## src/rtl/user_pixel_pkg.sv

```systemverilog
// Shared types and constants for the user-domain pixel statistics block.
package user_pixel_pkg;

  localparam int unsigned PixelWidth    = 8;
  localparam int unsigned PixelsPerWord = 4;

  localparam logic [PixelWidth-1:0] MinInit = 8'hFF;
  localparam logic [PixelWidth-1:0] MaxInit = 8'h00;

  typedef enum logic [1:0] {
    StIdle  = 2'd0,
    StAccum = 2'd1,
    StDone  = 2'd2
  } stats_state_e;

endpackage

```

## src/rtl/user_pixel_word_stats.sv

```systemverilog
// Per-word reduction of four pixels: sum, min, max and count at/above threshold.
// Purely combinational; zero latency, no flow control.
module user_pixel_word_stats
  import user_pixel_pkg::*;
(
  input  logic [PixelsPerWord*PixelWidth-1:0] pixels,
  input  logic [PixelWidth-1:0]               thresh,
  output logic [9:0]                          word_sum,
  output logic [PixelWidth-1:0]               word_min,
  output logic [PixelWidth-1:0]               word_max,
  output logic [2:0]                          word_above
);

  logic [PixelWidth-1:0] pix;

  always_comb begin
    word_sum   = '0;
    word_min   = MinInit;
    word_max   = MaxInit;
    word_above = '0;
    pix        = '0;
    for (int k = 0; k < PixelsPerWord; k++) begin
      pix      = pixels[k*PixelWidth +: PixelWidth];
      word_sum = word_sum + {2'b00, pix};
      if (pix < word_min) word_min = pix;
      if (pix > word_max) word_max = pix;
      if (pix >= thresh) word_above = word_above + 3'd1;
    end
  end

endmodule

```

## src/rtl/user_pixel_stats.sv

```systemverilog
// Per-frame pixel statistics over a programmed word count; one word folded in per valid edge.
// Never stalls the source; results are the accumulator registers and hold from done until next start.
module user_pixel_stats
  import user_pixel_pkg::*;
#(
  parameter int unsigned DataWidth     = 32,
  parameter int unsigned NumWordsWidth = 16
) (
  input  logic                     clk_i,
  input  logic                     rst_ni,
  input  logic                     start_i,
  input  logic [NumWordsWidth-1:0] num_words_i,
  input  logic [7:0]               thresh_i,
  input  logic [DataWidth-1:0]     pixels_i,
  input  logic                     valid_i,
  output logic                     busy_o,
  output logic                     done_o,
  output logic [31:0]              sum_o,
  output logic [7:0]               min_o,
  output logic [7:0]               max_o,
  output logic [23:0]              above_o
);

  stats_state_e           state_q;
  logic [NumWordsWidth-1:0] num_words_q;
  logic [NumWordsWidth-1:0] cnt_q;
  logic [NumWordsWidth-1:0] cnt_nxt;
  logic [7:0]             thresh_q;
  logic [31:0]            sum_q;
  logic [7:0]             min_q;
  logic [7:0]             max_q;
  logic [23:0]            above_q;
  logic                   busy_q;
  logic                   done_q;

  logic [9:0]             word_sum;
  logic [7:0]             word_min;
  logic [7:0]             word_max;
  logic [2:0]             word_above;

  user_pixel_word_stats u_word_stats (
    .pixels     (pixels_i),
    .thresh     (thresh_q),
    .word_sum   (word_sum),
    .word_min   (word_min),
    .word_max   (word_max),
    .word_above (word_above)
  );

  assign cnt_nxt = cnt_q + {{(NumWordsWidth-1){1'b0}}, 1'b1};

  always_ff @(posedge clk_i or negedge rst_ni) begin
    if (!rst_ni) begin
      state_q     <= StIdle;
      num_words_q <= '0;
      cnt_q       <= '0;
      thresh_q    <= '0;
      sum_q       <= '0;
      min_q       <= MinInit;
      max_q       <= MaxInit;
      above_q     <= '0;
      busy_q      <= 1'b0;
      done_q      <= 1'b0;
    end else begin
      case (state_q)
        StIdle: begin
          if (start_i) begin
            num_words_q <= num_words_i;
            thresh_q    <= thresh_i;
            cnt_q       <= '0;
            sum_q       <= '0;
            min_q       <= MinInit;
            max_q       <= MaxInit;
            above_q     <= '0;
            busy_q      <= 1'b1;
            // An empty frame skips straight to DONE with the empty-frame signature.
            if (num_words_i == '0) begin
              state_q <= StDone;
              done_q  <= 1'b1;
            end else begin
              state_q <= StAccum;
            end
          end
        end
        StAccum: begin
          if (valid_i) begin
            sum_q   <= sum_q + {22'd0, word_sum};
            above_q <= above_q + {21'd0, word_above};
            if (word_min < min_q) min_q <= word_min;
            if (word_max > max_q) max_q <= word_max;
            cnt_q   <= cnt_nxt;
            if (cnt_nxt == num_words_q) begin
              state_q <= StDone;
              done_q  <= 1'b1;
            end
          end
        end
        StDone: begin
          state_q <= StIdle;
          done_q  <= 1'b0;
          busy_q  <= 1'b0;
        end
        default: begin
          state_q <= StIdle;
          done_q  <= 1'b0;
          busy_q  <= 1'b0;
        end
      endcase
    end
  end

  assign busy_o  = busy_q;
  assign done_o  = done_q;
  assign sum_o   = sum_q;
  assign min_o   = min_q;
  assign max_o   = max_q;
  assign above_o = above_q;

endmodule

```

## config.mk

```make
export PLATFORM = sky130hd
export DESIGN_NAME = user_pixel_stats
export DESIGN_NICKNAME = d
export VERILOG_FILES = /design/src/rtl/user_pixel_pkg.sv /design/src/rtl/user_pixel_word_stats.sv /design/src/rtl/user_pixel_stats.sv
export SDC_FILE = /design/constraint.sdc
export NUM_CORES = 1
export LEC_CHECK = 0
export BUFFER_PORTS_ARGS = -buffer_cell sky130_fd_sc_hd__buf_2
export CAP_MARGIN = 20
export CORE_AREA = 2 2 125 127
export CTS_CLUSTER_DIAMETER = 40
export DETAILED_ROUTE_END_ITERATION = 8
export DIE_AREA = 0 0 127 129
export GPL_ROUTABILITY_DRIVEN = 1
export PLACE_DENSITY = 0.86
export SKIP_CTS_REPAIR_TIMING = 1
export SYNTH_ARGS = -nofsm -noshare
export SYNTH_HDL_FRONTEND = slang
export SYNTH_HIERARCHICAL = 1
export SYNTH_SLANG_ARGS = --single-unit
```

## constraint.sdc

```tcl
create_clock -name clk_i -period 11.1 [get_ports clk_i]
set_input_delay 1.665 -clock clk_i [delete_from_list [all_inputs] [get_ports clk_i]]
set_output_delay 1.665 -clock clk_i [all_outputs]
set_load 0.005 [all_outputs]
```

# --- After elaboration in Yosys (flattened, before gate mapping) ---
# Index checks and enable logic that the tools add are counted.
word_totals:
  mem_bits_rw: 0
  input_bits: 60
  latch_bits: 0
  out_inout_bits: 74
  rom_bits: 0
  wordCells: 93
  regBits: 116
  memories: 0
classes:
  div: 0
  n_mul: 0
  n_reduce_logical: 10
  addsub: 9
  n_bitwise: 1
  muxes: 41
  eq_ne: 8
  shifts: 0
  magnitude_cmp: 14
ops:
  columns: ["operator", "count"]
  rows:
  - ["$mux W8", 14]
  - ["$mux W32", 2]
  - ["$pmux W32 S2", 1]
  - ["$mux W24", 2]
  - ["$pmux W24 S2", 1]
  - ["$add A32 B10 Y32", 1]
  - ["$ge A8 B8 Y1", 4]
  - ["$gt A8 B8 Y1", 4]
  - ["$lt A8 B8 Y1", 4]
  - ["$mux W16", 2]
  - ["$pmux W16 S2", 1]
  - ["$pmux W8 S2", 2]
  - ["$add A24 B3 Y24", 1]
  - ["$add A10 B8 Y10", 2]
  - ["$add A16 B1 Y16 const B", 1]
  - ["$eq A16 B16 Y1", 1]
  - ["$logic_not A16 Y1", 1]
  - ["$ne A2 B2 Y1 const B", 6]
  - ["$reduce_and A4 Y1", 3]
  - ["$add A8 B8 Y9", 1]
  - ["$mux W3", 3]
  - ["$gt A8 B1 Y1 const B", 1]
  - ["$lt A8 B8 Y1 const B", 1]
  - ["$mux W2", 4]
  - ["other kinds (11)", 20]

# --- Depth between registers and ports, before layout ---
# Gate-level depths: netlist of the first run.
logic_depth:
  depth_word: 12
  mapped_depth: 37
  depth_no_buf: 36

# --- Modules after synthesis ---
# The synthesis of the first run kept the hierarchy.
by_module_without_submodules:
  columns: ["mod", "cells_per_inst", "instances", "area_per_inst_um2", "seq_area_each_um2"]
  rows:
  - ["user_pixel_stats", 690, 1, 6351.1, 2912.8]
  - ["user_pixel_word_stats", 360, 1, 3044.2, 0.0]

# --- Least setup slack after synthesis of the first run ---
# No wires, ideal clock.
synth_path:
  path_type: "input-to-reg"
  start: "in pixels_i[1]"
  end: "reg max_q[0] (netlist: max_o[0])"
  stages: 31
  path_slack_ns: 3.087
  t_required_ns: 11.015
  arrival_ns: 7.928
  path_buffers: 1
  setup_time_ns: 0.085
  cell_sequence: "inv_1 ha_1 nor2b_1 o21a_1 o21ai_0 a21oi_1 o22a_1 buf_2 mux2i_1 ha_1 nor2b_1 o21a_1 o21a_1 o21ai_0 a21oi_1 o31ai_4 mux2i_1 inv_1 ha_1 nor2b_1 o21a_1 o21ai_0 nand2b_1 a21oi_1 o21ai_0 o21ai_1 mux2_2 ha_1 nand3_1 o311ai_1 mux2i_1"
synth_between:
  elab_chain_len: 11
  word_cells_on_any_way: 14
  cone_classes: "5 x order compare; 1 x eq/ne; 7 x mux; 1 x reduce/logical"
synth_lines:
  columns: ["element", "line", "rtl"]
  rows:
  - ["from (decl)", "user_pixel_stats.sv:14", "input logic [DataWidth-1:0] pixels_i,"]
  - ["$gt A8 B1 Y1", "user_pixel_word_stats.sv:26", "if (pix > word_max) word_max = pix;"]
  - ["$mux W8 (*)", "user_pixel_word_stats.sv:26", null]
  - ["$gt A8 B8 Y1", "user_pixel_word_stats.sv:26", null]
  - ["$mux W8 (*)", "user_pixel_word_stats.sv:26", null]
  - ["$gt A8 B8 Y1", "user_pixel_word_stats.sv:26", null]
  - ["$mux W8 (*)", "user_pixel_word_stats.sv:26", null]
  - ["$gt A8 B8 Y1", "user_pixel_word_stats.sv:26", null]
  - ["$mux W8 (*)", "user_pixel_word_stats.sv:26", null]
  - ["via word_max[7]", "user_pixel_stats.sv:38", "logic [7:0] word_max;"]
  - ["$gt A8 B8 Y1 (*)", "user_pixel_stats.sv:90", "if (word_max > max_q) max_q <= word_max;"]
  - ["$ne A2 B2 Y1 (no source line) (*)", null, null]
  - ["$reduce_and A4 Y1 (no source line) (*)", null, null]
  - ["to (signal assigned)", "user_pixel_stats.sv:60", "max_q <= MaxInit;"]
  - ["to (signal assigned)", "user_pixel_stats.sv:73", "max_q <= MaxInit;"]
  - ["to (signal assigned)", "user_pixel_stats.sv:90", null]
  - ["to (decl)", "user_pixel_stats.sv:31", "logic [7:0] max_q;"]
# Mark *: on every way through the listed nets, which the timed path passes. The rest lies on a longest branch. The select of a mux whose other input is x is not followed.
# A chain may end at the register's enable or synchronous reset.

# --- Final worst setup path of the first run ---
layout_path:
  start: "in pixels_i[1]"
  end: "reg max_q[5] (netlist: max_o[5])"
# Same word-level chain as after synthesis.

==> results.txt, run 1 <==
Status: finished clean
Clock-pin slew on the worst setup and hold paths: 50 ps
Worst Hold Class: register to register
Top Metal Used: met4
Fin. Hold Viols: 0
Largest cells by area after synthesis: dfrtp_1 (29%), ha_1 (16%), nand2_1 (5.5%)
Filler cells: 1,120
Clock Latency Late Sink: 430 ps
Min Tclk post-route: 8520 ps
Setup TNS: 0 ps
Vias in the first global route: 8,425
Pin count of the biggest net entering global routing: 71
Synth unique cells: 67
Clk_skew: 11.33 ps
Most area-hungry cell type in the Yosys netlist: dfrtp_1
Metal-1 WL: 9989 µm
IO Pins: 134
DIE AREA: 16,380 µm²
First-pass GRT wire length: 40,710 µm
Area share of the largest cell type after synthesis: 28.77%
Slew margin rel.: 32.65%
Clock Sink Count: 116
Setup crit end: max_o[5]$_DFFE_PN0P_
Worst endpoint required time: 11,430 ps
Register area share after synthesis: 31.00%
Diode count: 0
Reg2Reg Setup Slack: 6150 ps
Yosys warns: 6
Syn Inst Count: 1,050
Num CTS Buffers: 17
WL met2: 12,090 µm
Max cap viols: 0
PortBufs: 133
Routed length on met3: 1894 µm
Die Ht: 129 µm
Synth top cells by count: nand2_1 (137), ha_1 (117), dfrtp_1 (108)
Mapped Avg Cell Area: 8.948 µm²
Number of flops mapped to enable cells by yosys: 0
Crit path kind: primary input to register
Synthesized cell area: 9395 µm²
Worst R2R Start: thresh_q[0]$_DFFE_PN0P_
Async SR Flop Fraction: 100.0%
Final setup viols: 0
Worst slack at placement: 2346 ps
Wire length per cell: 17.90 µm
H-tree level count: 4
Total grt overflow: 0
Worst stage delay on the critical path: 480 ps
Slew @ Worst Pin: 1008 ps
Initial antenna violation count: 0
Pwr Density: 221.2 nW/µm²
Fin crit share: 76.76%
Worst IR drop on VDD: 0.1347 mV
Area of the multi-input gates: 6071 µm²
Sequential Area: 2913 µm²
GPL Wtd Cong: 0.9638
Remaining antenna violation count after routing: 0
Max FO, Critical Path: 8
Worst Setup Start Kind: primary input
Critical Path AT: 8850 ps
Slowest stage cell, crit path: o22a_1
Area grow syn2layout: 16.11%
Post-layout util: 72.84%
CP Capture Type: register
Final nets: 1,379
Drt drc: 0
Most used flip-flop cell after synthesis: dfrtp_1
RSZ-0062 raised after global routing: false
Total wire length: 24,790 µm
Core Area: 14,980 µm²
Fmax: 117.4 MHz
GRT Resource Usage Total: 31.24%
Top-count cell post-synth: nand2_1
Fin. max-slew vios: 0
Starting Density: 62.73%
Worst path most repeated cell: o21ai_0
Layout cells sized above 1: 17.63%
Worst reg2reg path endpoint: above_o[21]$_DFFE_PN0P_
Pre-Repair DR Iteration Count: 5
Synthesized Nets: 1,245
Flops & latches, synth: 116
Setup ws final: 2580 ps
Root Buffer: clkbuf_16
P_leak: 5.604 nW
Die width: 127 µm
Critical path origin: pixels_i[1]
Iteration-0 DRC Markers: 527
Clock Tree Buf Depth: 2
Via count: 8,335
Row count: 45
Vias per cell: 6.018
R2R cell count: 22
CTS tree: built
HPWL after DPL: 18,290 µm
[layer usage]
metal / vias to the layer above / GRT usage, %
met3: 75 / 8.482
met4: 0 / 13.64
li1: 3946 / -
met2: 311 / 53.89
met1: 4003 / 36.85
met5: - / 0
[registers in the layout, summed over array words and instances (netlist names)]
| signal | count |
|---|---|
| above_o | 24 |
| busy_o | 1 |
| cnt_q | 16 |
| done_o | 1 |
| max_o | 8 |
| min_o | 8 |
| num_words_q | 16 |
| state_q | 2 |
| sum_o | 32 |
| thresh_q | 8 |
[report_power, final]
group | internal [mW] | total, mW | switching, mW | leakage (nW)
clock | 0.406 | 0.617 | 0.211 | 0.318
combinational | 0.524 | 1.15 | 0.626 | 3.80
sequential | 0.543 | 0.646 | 0.103 | 1.49
total | 1.47 | 2.41 | 0.939 | 5.60
[cell families (layout without fill, tap and decap cells)]
kind of cell,count (synthesis),after routing,share of synthesized area [%]
compound gates,213,213,14.82
xor+xnor,77,77,7.258
fa+ha+maj,135,135,19.42
buf+inv,109,256,4.448
flops,116,116,31.00
mux,49,49,5.460
simple gates,351,351,17.59
[critical path: cells and delay by family]
family,cells,cell delay [ps]
buffers and inverters,4,510
multiplexers,4,1400
adder cells (fa/ha/maj),4,1170
AO/OA/AOI/OAI,19,3400
AND/OR/NAND/NOR,6,680
[placed cells by master (no fill, tap or decap), drive strengths merged, types with 10 or more instances in the layout]
cell    count
xor2       36
nor2       83
nand2     137
inv        89
dfrtp     108
mux2i      31
xnor2      41
nand4      17
nand3      27
nor2b      15
o21ai      59
ha        117
a21o       19
a21oi      61
fa         18
mux2       18
nand2b     10
buf       138
nor4       11
and3       15
clkbuf     18
[area by class of cell]
cell class | instances | share of cell area (%)
sequential | 116 | 26.70
inverter | 86 | 2.959
timing repair buffer | 138 | 6.469
tap | 188 | 2.156
multi-input combinational | 825 | 55.65
clock inverter | 14 | 2.042
clock buffer | 18 | 4.026
[worst min path at each step]
stage / from / end / slack (ps) / cells after the start
global route: thresh_q[5]$_DFFE_PN0P_ / thresh_q[5]$_DFFE_PN0P_ / 490 / 2
finish: thresh_q[7]$_DFFE_PN0P_ / thresh_q[7]$_DFFE_PN0P_ / 470 / 2
floorplan: thresh_q[1]$_DFFE_PN0P_ / thresh_q[1]$_DFFE_PN0P_ / 450 / 2
global placement: thresh_q[7]$_DFFE_PN0P_ / thresh_q[7]$_DFFE_PN0P_ / 460 / 2
detailed placement: thresh_q[7]$_DFFE_PN0P_ / thresh_q[7]$_DFFE_PN0P_ / 460 / 2
CTS: thresh_q[7]$_DFFE_PN0P_ / thresh_q[7]$_DFFE_PN0P_ / 480 / 2
[through the flow]
stage                     total power [mW]  cell area [µm²]  hold WS (ps)  std cells
after floorplan                      1.445             9395         445.7       1050
after global placement               1.714            10250         458.7       1353
after detailed placement             1.769            10250         463.6       1353
after CTS                            2.411            10910         477.1       1385
after global routing                 2.592            10910         486.0       1385
final                                2.413            10910         472.1       1385
(Power assumes the default switching activity.)
==> run 2, diff against run 1 <==
--- a/config.mk
+++ b/config.mk
@@ -7,12 +7,12 @@
 export LEC_CHECK = 0
 export BUFFER_PORTS_ARGS = -buffer_cell sky130_fd_sc_hd__buf_2
 export CAP_MARGIN = 20
-export CORE_AREA = 2 2 125 127
+export CORE_AREA = 2 2 130 132
 export CTS_CLUSTER_DIAMETER = 40
 export DETAILED_ROUTE_END_ITERATION = 8
-export DIE_AREA = 0 0 127 129
+export DIE_AREA = 0 0 132 134
 export GPL_ROUTABILITY_DRIVEN = 1
-export PLACE_DENSITY = 0.86
+export PLACE_DENSITY = 0.8
 export SKIP_CTS_REPAIR_TIMING = 1
 export SYNTH_ARGS = -nofsm -noshare
 export SYNTH_HDL_FRONTEND = slang
==> constraint.sdc (replaced) <==
create_clock -name clk_i -period 8.01 [get_ports clk_i]
set_input_delay 1.2015 -clock clk_i [delete_from_list [all_inputs] [get_ports clk_i]]
set_output_delay 1.2015 -clock clk_i [all_outputs]
set_load 0.005 [all_outputs]
==> results.txt, run 2 (same netlist as run 1, synthesis figures left out) <==
Status: finished clean
Filler cells: 1,349
Levels on crit path: 32
Slew @ Worst Pin: 932.6 ps
Vias per cell: 5.695
Pwr Density: 296.3 nW/µm²
Reg2Reg Setup Slack: 3100 ps
Fin. max-slew vios: 0
P_leak: 5.612 nW
Remaining antenna violation count after routing: 0
Drt drc: 0
RSZ-0062 raised after global routing: false
Hold_ws: 480.7 ps
Pre-Repair DR Iteration Count: 5
PortBufs: 133
Worst Hold Depth: 2
Clock-pin slew on the worst setup and hold paths: 50 ps
Starting Density: 57.68%
Max cap viols: 0
Final setup viols: 0
Vias in the first global route: 8,106
Setup crit end: min_o[0]$_DFFE_PN1P_
Worst slack at placement: 109.6 ps
Row count: 47
Worst path most repeated cell: a21oi_1
GPL Wtd Cong: 0.9138
Slew margin rel.: 37.83%
Worst IR drop on VDD: 0.1996 mV
Most frequent cells in the layout: nand2_1 (137), buf_2 (132), ha_1 (117)
R2R cell count: 22
Worst endpoint required time: 8350 ps
First-pass GRT wire length: 39,850 µm
Core Area: 16,290 µm²
Initial antenna violation count: 0
Area grow syn2layout: 16.55%
Post-layout util: 67.22%
Worst Setup Start Kind: primary input
Num CTS Buffers: 17
Iteration-0 DRC Markers: 508
Buf/Inv on CP: 3
Critical Path AT: 7730 ps
HPWL after DPL: 18,150 µm
Worst reg2reg path endpoint: above_o[19]$_DFFE_PN0P_
Worst R2R Start: thresh_q[0]$_DFFE_PN0P_
Diode count: 0
Pin count of the biggest net entering global routing: 74
Clock Sink Count: 116
Setup TNS: 0 ps
Total grt overflow: 0
Crit path kind: primary input to register
Placed Instances: 1,390
Via count: 8,099
Die width: 132 µm
CTS tree: built
GRT Resource Usage Total: 28.28%
Max reg flops: 32
Fin. Hold Viols: 0
Fin crit share: 92.29%
Fmax: 135.3 MHz
H-tree level count: 4
Final nets: 1,384
IO Pins: 134
Die Ht: 134 µm
Slowest stage cell, crit path: a211oi_1
Cell family with the largest share of critical-path delay: compound AO/OA/AOI/OAI gates
Clock Latency Late Sink: 420 ps
Layout cells sized above 1: 17.89%
Worst Hold Class: register to register
Setup ws final: 617.3 ps
CP Capture Type: register
Min Tclk post-route: 7393 ps
Critical path origin: pixels_i[1]
Max FO, Critical Path: 16
Fin cells: 1,422
Wire length per cell: 16.88 µm
Root Buffer: clkbuf_16
Commonest non-fill, non-tap cell in the layout: nand2_1
DIE AREA: 17,690 µm²
Worst stage delay on the critical path: 510 ps
Total wire length: 24,000 µm
Clock Tree Buf Depth: 2
Clk_skew: 11.35 ps
[run 2: cell count changes in the layout (fill, tap and decap cells not counted), sizes merged]
cell    delta
buf        +5
bufinv     -2
clkbuf     +3
clkinv     +1
inv        -2
[run 2: layer usage]
| layer | part of all wire, % | GRT usage, % | routed length [µm] |
|---|---|---|---|
| met1 | 44 | 35.09 | 10450 |
| met2 | 48 | 48.00 | 11540 |
| met3 | 6.4 | 8.050 | 1547 |
| met4 | 1.9 | 8.756 | 464 |
| met5 | 0 | 0 | 0 |
[run 2: power breakdown]
part           internal, mW  leakage [nW]  switching, mW  total, mW
Sequential            0.753          1.49          0.139      0.892
Clock                 0.515         0.300          0.278      0.793
Combinational         0.725          3.82          0.835       1.56
Total                  1.99          5.61           1.25       3.24
[run 2: how the worst min path moves through the flow]
stage,startpoint,endpoint,slack (ps)
after floorplan,thresh_q[1]$_DFFE_PN0P_,thresh_q[1]$_DFFE_PN0P_,450
after global placement,thresh_q[3]$_DFFE_PN0P_,thresh_q[3]$_DFFE_PN0P_,460
after detailed placement,thresh_q[1]$_DFFE_PN0P_,thresh_q[1]$_DFFE_PN0P_,470
after CTS,thresh_q[1]$_DFFE_PN0P_,thresh_q[1]$_DFFE_PN0P_,480
after global routing,thresh_q[6]$_DFFE_PN0P_,thresh_q[6]$_DFFE_PN0P_,510
final,thresh_q[3]$_DFFE_PN0P_,thresh_q[3]$_DFFE_PN0P_,480
[run 2: final cells by class]
type / instances / area (µm²) / share of cell area (%)
multi-input cells: 825 / 6076 / 55.48
flip-flops and latches: 116 / 2913 / 26.60
repair buffers: 143 / 743.2 / 6.787
clock buffers: 21 / 470.5 / 4.296
inverters: 86 / 322.8 / 2.948
well taps: 220 / 275.3 / 2.514
clock inverters: 11 / 150.1 / 1.371
[run 2: worst register-to-register path: cells and delay by family (launching register included)]
family	cells	cell delay [ps]
compound gates	8	1310
xor+xnor	2	400
fa+ha+maj	4	1090
flops	1	460
mux	1	280
simple gates	7	1250
[run 2: per-stage QoR]
stage / instance area (µm²) / total power, mW
after global routing: 10950 / 3.529
final: 10950 / 3.245
after detailed placement: 10320 / 2.442
after CTS: 10950 / 3.259
after global placement: 10320 / 2.391
after floorplan: 9395 / 2.003
